$ cat src/rtl/pc_sequencer_pkg.sv
// Shared definitions for the fetch sequencer: state type, default widths and
// the per-program absolute jump target table.
package pc_sequencer_pkg;

  localparam int unsigned PcWDefault  = 10;
  localparam int unsigned IdxWDefault = 4;

  typedef enum logic [1:0] {
    StIdle,
    StRun,
    StHalt
  } fetch_state_t;

  // Entries 8..15 are unprogrammed and return 0, so a bad index restarts at 0.
  localparam logic [PcWDefault-1:0] JUMP_TARGETS [2**IdxWDefault] = '{
    10'h100, 10'h3fe, 10'h3ff, 10'h020, 10'h005, 10'h009, 10'h00c, 10'h028,
    10'h000, 10'h000, 10'h000, 10'h000, 10'h000, 10'h000, 10'h000, 10'h000
  };

endpackage

$ cat src/rtl/pc_sequencer_jump_lut.sv
// Combinational jump-target ROM indexed by the jump instruction's immediate.
module pc_sequencer_jump_lut
  import pc_sequencer_pkg::*;
#(
  parameter int unsigned PC_W  = PcWDefault,
  parameter int unsigned IDX_W = IdxWDefault
) (
  input  logic [IDX_W-1:0] jump_idx,
  output logic [PC_W-1:0]  target
);

  assign target = PC_W'(JUMP_TARGETS[jump_idx]);

endmodule

$ cat src/rtl/pc_sequencer.sv
// Program counter and fetch sequencer: run/halt/restart control plus the
// next-pc mux (halt > jump > compare-skip > fall-through).
module pc_sequencer
  import pc_sequencer_pkg::*;
#(
  parameter int unsigned PC_W  = PcWDefault,
  parameter int unsigned IDX_W = IdxWDefault
) (
  input  logic             CLK,
  input  logic             reset_n,
  input  logic             start,
  input  logic             branch_cmp,
  input  logic             branch_en,
  input  logic             jump_en,
  input  logic [IDX_W-1:0] jump_idx,
  input  logic             halt,
  output logic [PC_W-1:0]  pc,
  output logic             running,
  output logic             done
);

  fetch_state_t    state_q;
  logic [PC_W-1:0] jump_target;
  logic [PC_W-1:0] pc_next;

  pc_sequencer_jump_lut #(
    .PC_W  (PC_W),
    .IDX_W (IDX_W)
  ) u_jump_lut (
    .jump_idx (jump_idx),
    .target   (jump_target)
  );

  // branch_en only matters for compare ops; jump beats a (bogus) concurrent compare.
  always_comb begin
    pc_next = pc + PC_W'(1);
    if (jump_en) begin
      pc_next = jump_target;
    end else if (branch_cmp && branch_en) begin
      pc_next = pc + PC_W'(2);
    end
  end

  always_ff @(posedge CLK) begin
    if (!reset_n) begin
      state_q <= StIdle;
      pc      <= '0;
      running <= 1'b0;
      done    <= 1'b0;
    end else begin
      unique case (state_q)
        StIdle: begin
          pc <= '0;
          if (start) begin
            state_q <= StRun;
            running <= 1'b1;
          end
        end
        StRun: begin
          if (halt) begin
            state_q <= StHalt;
            running <= 1'b0;
            done    <= 1'b1;
          end else begin
            pc <= pc_next;
          end
        end
        StHalt: begin
          if (start) begin
            state_q <= StRun;
            pc      <= '0;
            running <= 1'b1;
            done    <= 1'b0;
          end
        end
        default: begin
          state_q <= StIdle;
          pc      <= '0;
          running <= 1'b0;
          done    <= 1'b0;
        end
      endcase
    end
  end

endmodule

$ cat config.mk
export PLATFORM = sky130hd
export DESIGN_NAME = pc_sequencer
export DESIGN_NICKNAME = d
export VERILOG_FILES = /design/src/rtl/pc_sequencer_pkg.sv /design/src/rtl/pc_sequencer_jump_lut.sv /design/src/rtl/pc_sequencer.sv
export SDC_FILE = /design/constraint.sdc
export NUM_CORES = 1
export LEC_CHECK = 0
export BUFFER_PORTS_ARGS = -buffer_cell sky130_fd_sc_hd__buf_2
export CORE_MARGIN = 10
export CORE_UTILIZATION = 55
export CTS_CLUSTER_DIAMETER = 50
export DETAILED_ROUTE_END_ITERATION = 8
export GPL_TIMING_DRIVEN = 0
export HOLD_SLACK_MARGIN = 0.06
export PLACE_DENSITY = 0.89
export SETUP_SLACK_MARGIN = 0.15
export SLEW_MARGIN = 25
export SYNTH_ARGS = -nofsm -noshare
export SYNTH_HDL_FRONTEND = slang
export SYNTH_SLANG_ARGS = --single-unit
$ cat constraint.sdc
create_clock -name CLK -period 2.9 [get_ports CLK]
set_clock_uncertainty 0.2 [all_clocks]
set_input_delay 0.725 -clock CLK [delete_from_list [all_inputs] [get_ports CLK]]
set_output_delay 0.725 -clock CLK [all_outputs]
set_load 0.1 [all_outputs]
==> flow_summary_export.csv, run 1 <==
group,metric,value,unit
run_status,status,"finished, final reports clean",
synth,synthArstFlopShare,0,
placement,gp_congestion,0.856,
synth,synth_area_leaders,"dfxtp_1 (30%), ha_1 (8.1%), a21oi_1 (6.5%)",
clock_tree,cts.reportedPaths.clkPinSlew,0.09,ns
grt,grt_pass1_wl,3790,um
layout,nets,151,
die,dieArea,3730,um^2
sta,fin_crit,2.20,ns
clock_tree,cts.sinks,14,
synth,synth_edf_count,0,
power,total_power,0.000454,W
sta,timing.final.crit_share,0.760,
die,die_h,61.1,um
sta,rsz0062_at_grt,"no",
placement,io_buffer_count,20,
synth,synth_nets,126,
synth,netlist_area,928,um^2
worst_setup_path,crit_family,"compound AO/OA/AOI/OAI gates",
layout,drive_gt1_frac,0.248,
grt,antenna_found_initial,0,
route,drt-initial-drc-count,17,
route,first_pass_iters,4,
clock_tree,postCtsResizedCells,0,
worst_setup_path,critical_path_required,2.87,ns
clock_tree,post_cts.repair.setup_buffers,0,
route,vias,931,
clock_tree,holdBufCountCts,0,
die,core,1560,um^2
die,io_pins,23,
route,routed_via_density,6.25,
clock_tree,root_buffer,"clkbuf_4",
synth,synth_most_common_cell,"dfxtp_1",
worst_setup_path,crit_chain,"buf_2, inv_1, ha_1, nor3b_1, o21ai_1, o21ai_0, o2bb2ai_1",
synth,synth_ff_type,"dfxtp_1",
worst_setup_path,crit_path_max_incr_delay,0.45,ns
route,wl_per_cell,15.5,um
sta,finalHoldViolations,0,
die,die_w,61.1,um
route,wl,2310,um
sta,slew_viol_final,0,
power,p_leak,0.454,nW
synth,synth_common_cells,"dfxtp_1 (14), a21oi_1 (12), inv_1 (9), nand2_1 (9), o21ai_0 (9)",
placement,post-place-cells,145,
worst_setup_path,cp_num_buf_inv,2,
synth,yosysUniqueCellTypes,39,
synth,synth_top_area_share,0.302,
grt,track_usage,0.133,
sta,max_freq,0.454,GHz
placement,hpwl,1780,um
worst_setup_path,cpMaxStageDelayCell,"o21ai_1",
grt,grt_max_degree,10,
die,initial_core_util,0.596,
job,drv_cap,0,
layout,fin_cells,149,
synth,synth_top_area_cell,"dfxtp_1",
clock_tree,cts.path.max_buffers,2,
synth,yosys_register_bits,14,
sta,setup_viol,0,
power,ir_worst_vdd,0.318,mV
clock_tree,cts_tree,"done",
worst_setup_path,critical_path_class,"primary input to flop",
die,rows,14,
power,p_per_area,418,nW/um^2
worst_setup_path,cp-end-kind,"flop",
clock_tree,numCtsBuffers,3,
sta,worst_pin_slew,0.558,ns
grt,grt_pass1_vias,916,
synth,synth_warnings,0,
synth,yosysSeqAreaShare,0.302,
clock_tree,clk_latency,0.29,ns
grt,grt_overflow_total,0,
sta,fin_setup_tns,0,ns
sta,max_slew_margin,0.626,
route,antenna_left,0,
worst_setup_path,arrival,2.17,ns
worst_setup_path,critPathMaxFanout,9,
clock_tree,htreeDepth,1,
worst_setup_path,start_kind,"primary input",
synth,synthCells,109,
synth,avgSynthCellArea,8.52,um^2
route,drc,0,
layout,syn_to_final_growth,16.8,%
layout,diodes,0,
worst_hold_path,hp-class,"flop to flop",
==> registers in the layout (all words and copies together) (netlist names) <==
register,flops
done,1
pc,10
state_q,2
running,1
==> per-layer routing <==
metal / vias up / share of wire / track usage
li1: 453 / - / -
met4: 0 / 0.040 / 0.0814
met1: 427 / 0.43 / 0.140
met5: - / 0 / 0
met3: 16 / 0.063 / 0.0473
met2: 35 / 0.46 / 0.222
==> cells by family (layout without fill, tap and decap cells) <==
kind of cell             after synthesis  after routing  synth area share
AO/OA/AOI/OAI                         43             43             0.340
XOR/XNOR                               2              2            0.0189
adder cells (fa/ha/maj)                6              6            0.0809
buffers and inverters                 12             36            0.0593
flip-flops                            14             14             0.302
AND/OR/NAND/NOR                       32             32             0.199
==> final timing paths <==
path / slack (ns) / cells past startpoint / end / start
worst max-delay path: 0.70 / 7 / pc[9]$_SDFFE_PN0P_ / jump_idx[0]
worst min-delay path: 0.27 / 2 / done$_SDFFE_PN0P_ / done$_SDFFE_PN0P_
worst max register to register: 1.03 / 5 / pc[9]$_SDFFE_PN0P_ / pc[2]$_SDFFE_PN0P_
worst min register to register: 0.27 / 2 / done$_SDFFE_PN0P_ / done$_SDFFE_PN0P_
==> layout by cell type, fill, tap and decap left out, drive strengths merged, types with 2 or more instances in the layout <==
cell and count:
o21ai 11, nand2b 5, nor4 2, nand3 2, and2 2, a22o 2
o2bb2ai 4, clkbuf 4, buf 22, xnor2 2, inv 9, o32ai 2
dfxtp 14, nor2 4, a21oi 12, nand2 9, a21bo 2, ha 6
==> worst min-delay path: stages, from the launching register on <==
cell	delay [ns]
dfxtp_1	0.31
nand2_1	0.05
a21boi_0	0.07
==> through the flow <==
step / utilization / setup WS, ns / hold WS [ns] / instance area [um^2]
3_3_place_gp: 0.673 / 0.486 / 0.250 / 1050
2_1_floorplan: - / 0.469 / 0.303 / 928
3_5_place_dp: 0.673 / 0.399 / 0.265 / 1050
5_1_grt: 0.696 / 0.534 / 0.314 / 1080
6_report: 0.696 / 0.696 / 0.273 / 1080
4_1_cts: 0.696 / 0.714 / 0.282 / 1080
==> cell type report <==
cell class / instances / area [um^2]
timing repair buffer: 20 / 100
sequential: 14 / 280
fill: 136 / 474
buffer: 2 / 12.5
multi-input combinational: 83 / 593
tap: 16 / 20.0
inverter: 10 / 42.5
clock buffer: 4 / 36.3
==> power by group <==
part | total [W] | switching [W] | leakage, nW | internal, W
sequential | 0.000207 | 0.00000756 | 0.114 | 0.000199
combinational | 0.000102 | 0.0000717 | 0.319 | 0.0000302
clock | 0.000145 | 0.0000685 | 0.0210 | 0.0000766
Power figures use the tool's default switching activity.
==> run 2: changes to the inputs <==
--- a/config.mk
+++ b/config.mk
@@ -5,14 +5,15 @@
 export SDC_FILE = /design/constraint.sdc
 export NUM_CORES = 1
 export LEC_CHECK = 0
+export ABC_AREA = 1
 export BUFFER_PORTS_ARGS = -buffer_cell sky130_fd_sc_hd__buf_2
 export CORE_MARGIN = 10
-export CORE_UTILIZATION = 55
+export CORE_UTILIZATION = 52
 export CTS_CLUSTER_DIAMETER = 50
 export DETAILED_ROUTE_END_ITERATION = 8
 export GPL_TIMING_DRIVEN = 0
 export HOLD_SLACK_MARGIN = 0.06
-export PLACE_DENSITY = 0.89
+export PLACE_DENSITY = 0.85
 export SETUP_SLACK_MARGIN = 0.15
 export SLEW_MARGIN = 25
 export SYNTH_ARGS = -nofsm -noshare
==> constraint.sdc (replaced) <==
create_clock -name CLK -period 2.1 [get_ports CLK]
set_clock_uncertainty 0.2 [all_clocks]
set_input_delay 0.525 -clock CLK [delete_from_list [all_inputs] [get_ports CLK]]
set_output_delay 0.525 -clock CLK [all_outputs]
set_load 0.1 [all_outputs]
==> run 2 against run 1 <==
Sequential power is 36% higher. Critical path depth is 6 lower. Core utilization is 3.1 points lower. Clock power is 39% higher. Flip-flop and latch count stayed put. Cell count is 35% higher. Worst setup slack worse by 0.49 ns. Synthesized cell count is 38% higher. Via count is 8.9% higher. Total power is 39% higher. Final area is 5.8% higher. Global-route usage is 1.3 points lower. Highest routed layer unchanged.
==> flow_summary_export.csv, run 2 <==
group,metric,value,unit
sta,rsz0062_at_grt,"no",
synth,synth_area_leaders,"dfxtp_1 (29%), nand2_1 (19%), nand3_1 (10%)",
clock_tree,cts_tree,"done",
route,vias,1014,
sta,fin_setup_tns,0,ns
synth,yosysSeqAreaShare,0.294,
synth,synth_xor_area_frac,0.00917,
die,initial_core_util,0.553,
route,first_pass_iters,4,
worst_setup_path,cpMaxStageDelayCell,"buf_2",
placement,io_buffer_count,22,
grt,grt_pass1_vias,962,
worst_setup_path,timing.rr.end,"pc[7]$_SDFFE_PN0P_",
layout,regArea,295,um^2
clock_tree,cts.path.max_buffers,2,
synth,synth_warnings,0,
grt,grt_max_degree,11,
die,die_h,62.8,um
synth,synth_ff_type,"dfxtp_1",
sta,worst_pin_slew,0.495,ns
clock_tree,cts.reportedPaths.clkPinSlew,0.09,ns
synth,synthMuxAreaShare,0,
run_status,status,"finished, final reports clean",
sta,slew_viol_final,0,
layout,postLayoutCoreUtil,0.664,
synth,synth_edf_count,0,
clock_tree,cts.sinks,14,
power,ir_worst_vdd,0.433,mV
sta,max_freq,0.527,GHz
synth,synth_nets,167,
layout,final_cell_mix,"nand2_1 (49), inv_1 (22), buf_2 (22)",
grt,grt_pass1_wl,3980,um
grt,antenna_found_initial,0,
power,p_sw_frac,0.341,
synth,synth-adder-area-share,0.0786,
layout,nets,194,
worst_setup_path,critical_path_required,1.37,ns
power,clockPowerShare,0.319,
power,comb_power_share,0.233,
synth,synthArstFlopShare,0,
clock_tree,root_buffer,"clkbuf_4",
synth,synth_most_common_cell,"nand2_1",
layout,largest_register,"pc",
worst_setup_path,critPathMaxFanout,6,
synth,yosys_register_bits,14,
worst_setup_path,cp_num_buf_inv,1,
power,switching_power,0.000215,W
worst_setup_path,crit_chain,"buf_2",
clock_tree,numCtsBuffers,3,
layout,fillers,157,
synth,synth_top_area_cell,"dfxtp_1",
worst_setup_path,rr_worst_depth,8,
power,p_seq_frac,0.448,
route,routed_via_density,5.04,
placement,gp_congestion,0.947,
clock_tree,htreeDepth,1,
clock_tree,clk_latency,0.29,ns
synth,synthCells,150,
sta,setup_viol,0,
worst_setup_path,regToRegSetupSlack,0.36,ns
synth,synth_compound_area_frac,0.145,
layout,layout_commonest_cell,"nand2_1",
worst_setup_path,r2r_start,"state_q[0]$_SDFFE_PN0P_",
worst_hold_path,hp-class,"flop to flop",
worst_hold_path,min_path_cells,2,
die,dieArea,3950,um^2
grt,track_usage,0.119,
placement,hpwl,1860,um
power,p_leak,0.596,nW
synth,synth_top_family_by_area,"simple AND/OR/NAND/NOR gates",
worst_hold_path,holdPathEnd,"pc[6]$_SDFFE_PN0P_",
route,drc,0,
sta,fin_crit,1.90,ns
worst_setup_path,crit_family,"buffers and inverters",
power,p_per_area,549,nW/um^2
worst_setup_path,cp-end-kind,"primary output",
worst_hold_path,worstHoldStart,"pc[6]$_SDFFE_PN0P_",
layout,reg.largest.list,"pc x10, state_q x2",
synth,yosys.area_share.simple,0.372,
sta,finalHoldViolations,0,
sta,timing.final.crit_share,0.903,
route,drt-initial-drc-count,40,
synth,synth_common_cells,"nand2_1 (49), inv_1 (22), nand3_1 (19), dfxtp_1 (14), o21ai_0 (11)",
grt,grt_overflow_total,0,
worst_setup_path,arrival,1.17,ns
route,wl_per_cell,11.6,um
layout,syn_to_final_growth,20.2,%
die,core,1730,um^2
route,antenna_left,0,
layout,multi_input_area,578,um^2
synth,avgSynthCellArea,6.36,um^2
sta,max_slew_margin,0.672,
route,wl,2330,um
layout,largest_register_ffs,10,
synth,synth_top_area_share,0.294,
power,p_int,0.000415,W
worst_setup_path,crit_path_max_incr_delay,0.46,ns
layout,drive_gt1_frac,0.273,
worst_setup_path,start_kind,"flop",
clock_tree,postCtsResizedCells,0,
clock_tree,holdBufCountCts,0,
synth,netlist_area,955,um^2
job,drv_cap,0,
worst_setup_path,critical_path_class,"flop to primary output",
layout,final_area,1150,um^2
clock_tree,post_cts.repair.setup_buffers,0,
die,rows,15,
layout,diodes,0,
synth,yosysUniqueCellTypes,21,
placement,dpl_cell_area,1110,um^2
die,die_w,62.8,um
die,io_pins,23,
run 2: cell type report:
type                            instances  area share
Sequential cell                        14       0.257
Clock buffer                            4      0.0316
Inverter                               24      0.0807
Tap cell                               25      0.0273
Buffer                                  1     0.00327
Multi-Input combinational cell        111       0.504
Timing Repair Buffer                   22      0.0960
run 2: per-layer routing:
layer  track usage  share of wire  vias up  wire length, um
met3        0.0305          0.058        5              135
met1         0.129           0.42      456              977
li1              -              -      532                -
met4        0.0670          0.023        0               54
met5             0              0        -                0
met2         0.205           0.50       21             1160
run 2: how the worst max path moves through the flow:
stage	start	endpoint	slack, ns	cells after the start
after floorplan	pc[2]$_SDFFE_PN0P_	pc[9]$_SDFFE_PN0P_	0.29	10
after global placement	jump_idx[0]	pc[2]$_SDFFE_PN0P_	0.23	7
after detailed placement	jump_idx[0]	pc[2]$_SDFFE_PN0P_	0.23	7
after CTS	pc[8]$_SDFFE_PN0P_	pc[8]	0.21	1
after global routing	pc[8]$_SDFFE_PN0P_	pc[8]	0.16	1
final	pc[8]$_SDFFE_PN0P_	pc[8]	0.20	1
run 2: logic make-up after synthesis:
logic type | count (synthesis)
adders and majority gates | 6
xor gates and xnor gates | 1
AOI/OAI and AO/OA | 21
buffers and inverters | 25
and+or+nand+nor | 83
DFF | 14
run 2: power groups by stage:
stage / combinational (W) / sequential (W) / clock (W)
3_3_place_gp: 0.000142 / 0.000288 / 0
3_5_place_dp: 0.000146 / 0.000288 / 0
4_1_cts: 0.000147 / 0.000282 / 0.000200
6_report: 0.000147 / 0.000282 / 0.000201
2_1_floorplan: 0.0000583 / 0.000339 / 0
5_1_grt: 0.000159 / 0.000284 / 0.000211
run 2: through the flow:
step	hold WS (ns)	cells	power (W)	worst slack (ns)
floorplan	0.349	150	0.000397	0.290
global placement	0.252	197	0.000429	0.231
detailed placement	0.271	197	0.000434	0.227
CTS	0.283	201	0.000629	0.206
global route	0.297	201	0.000654	0.156
finish	0.282	201	0.000630	0.203
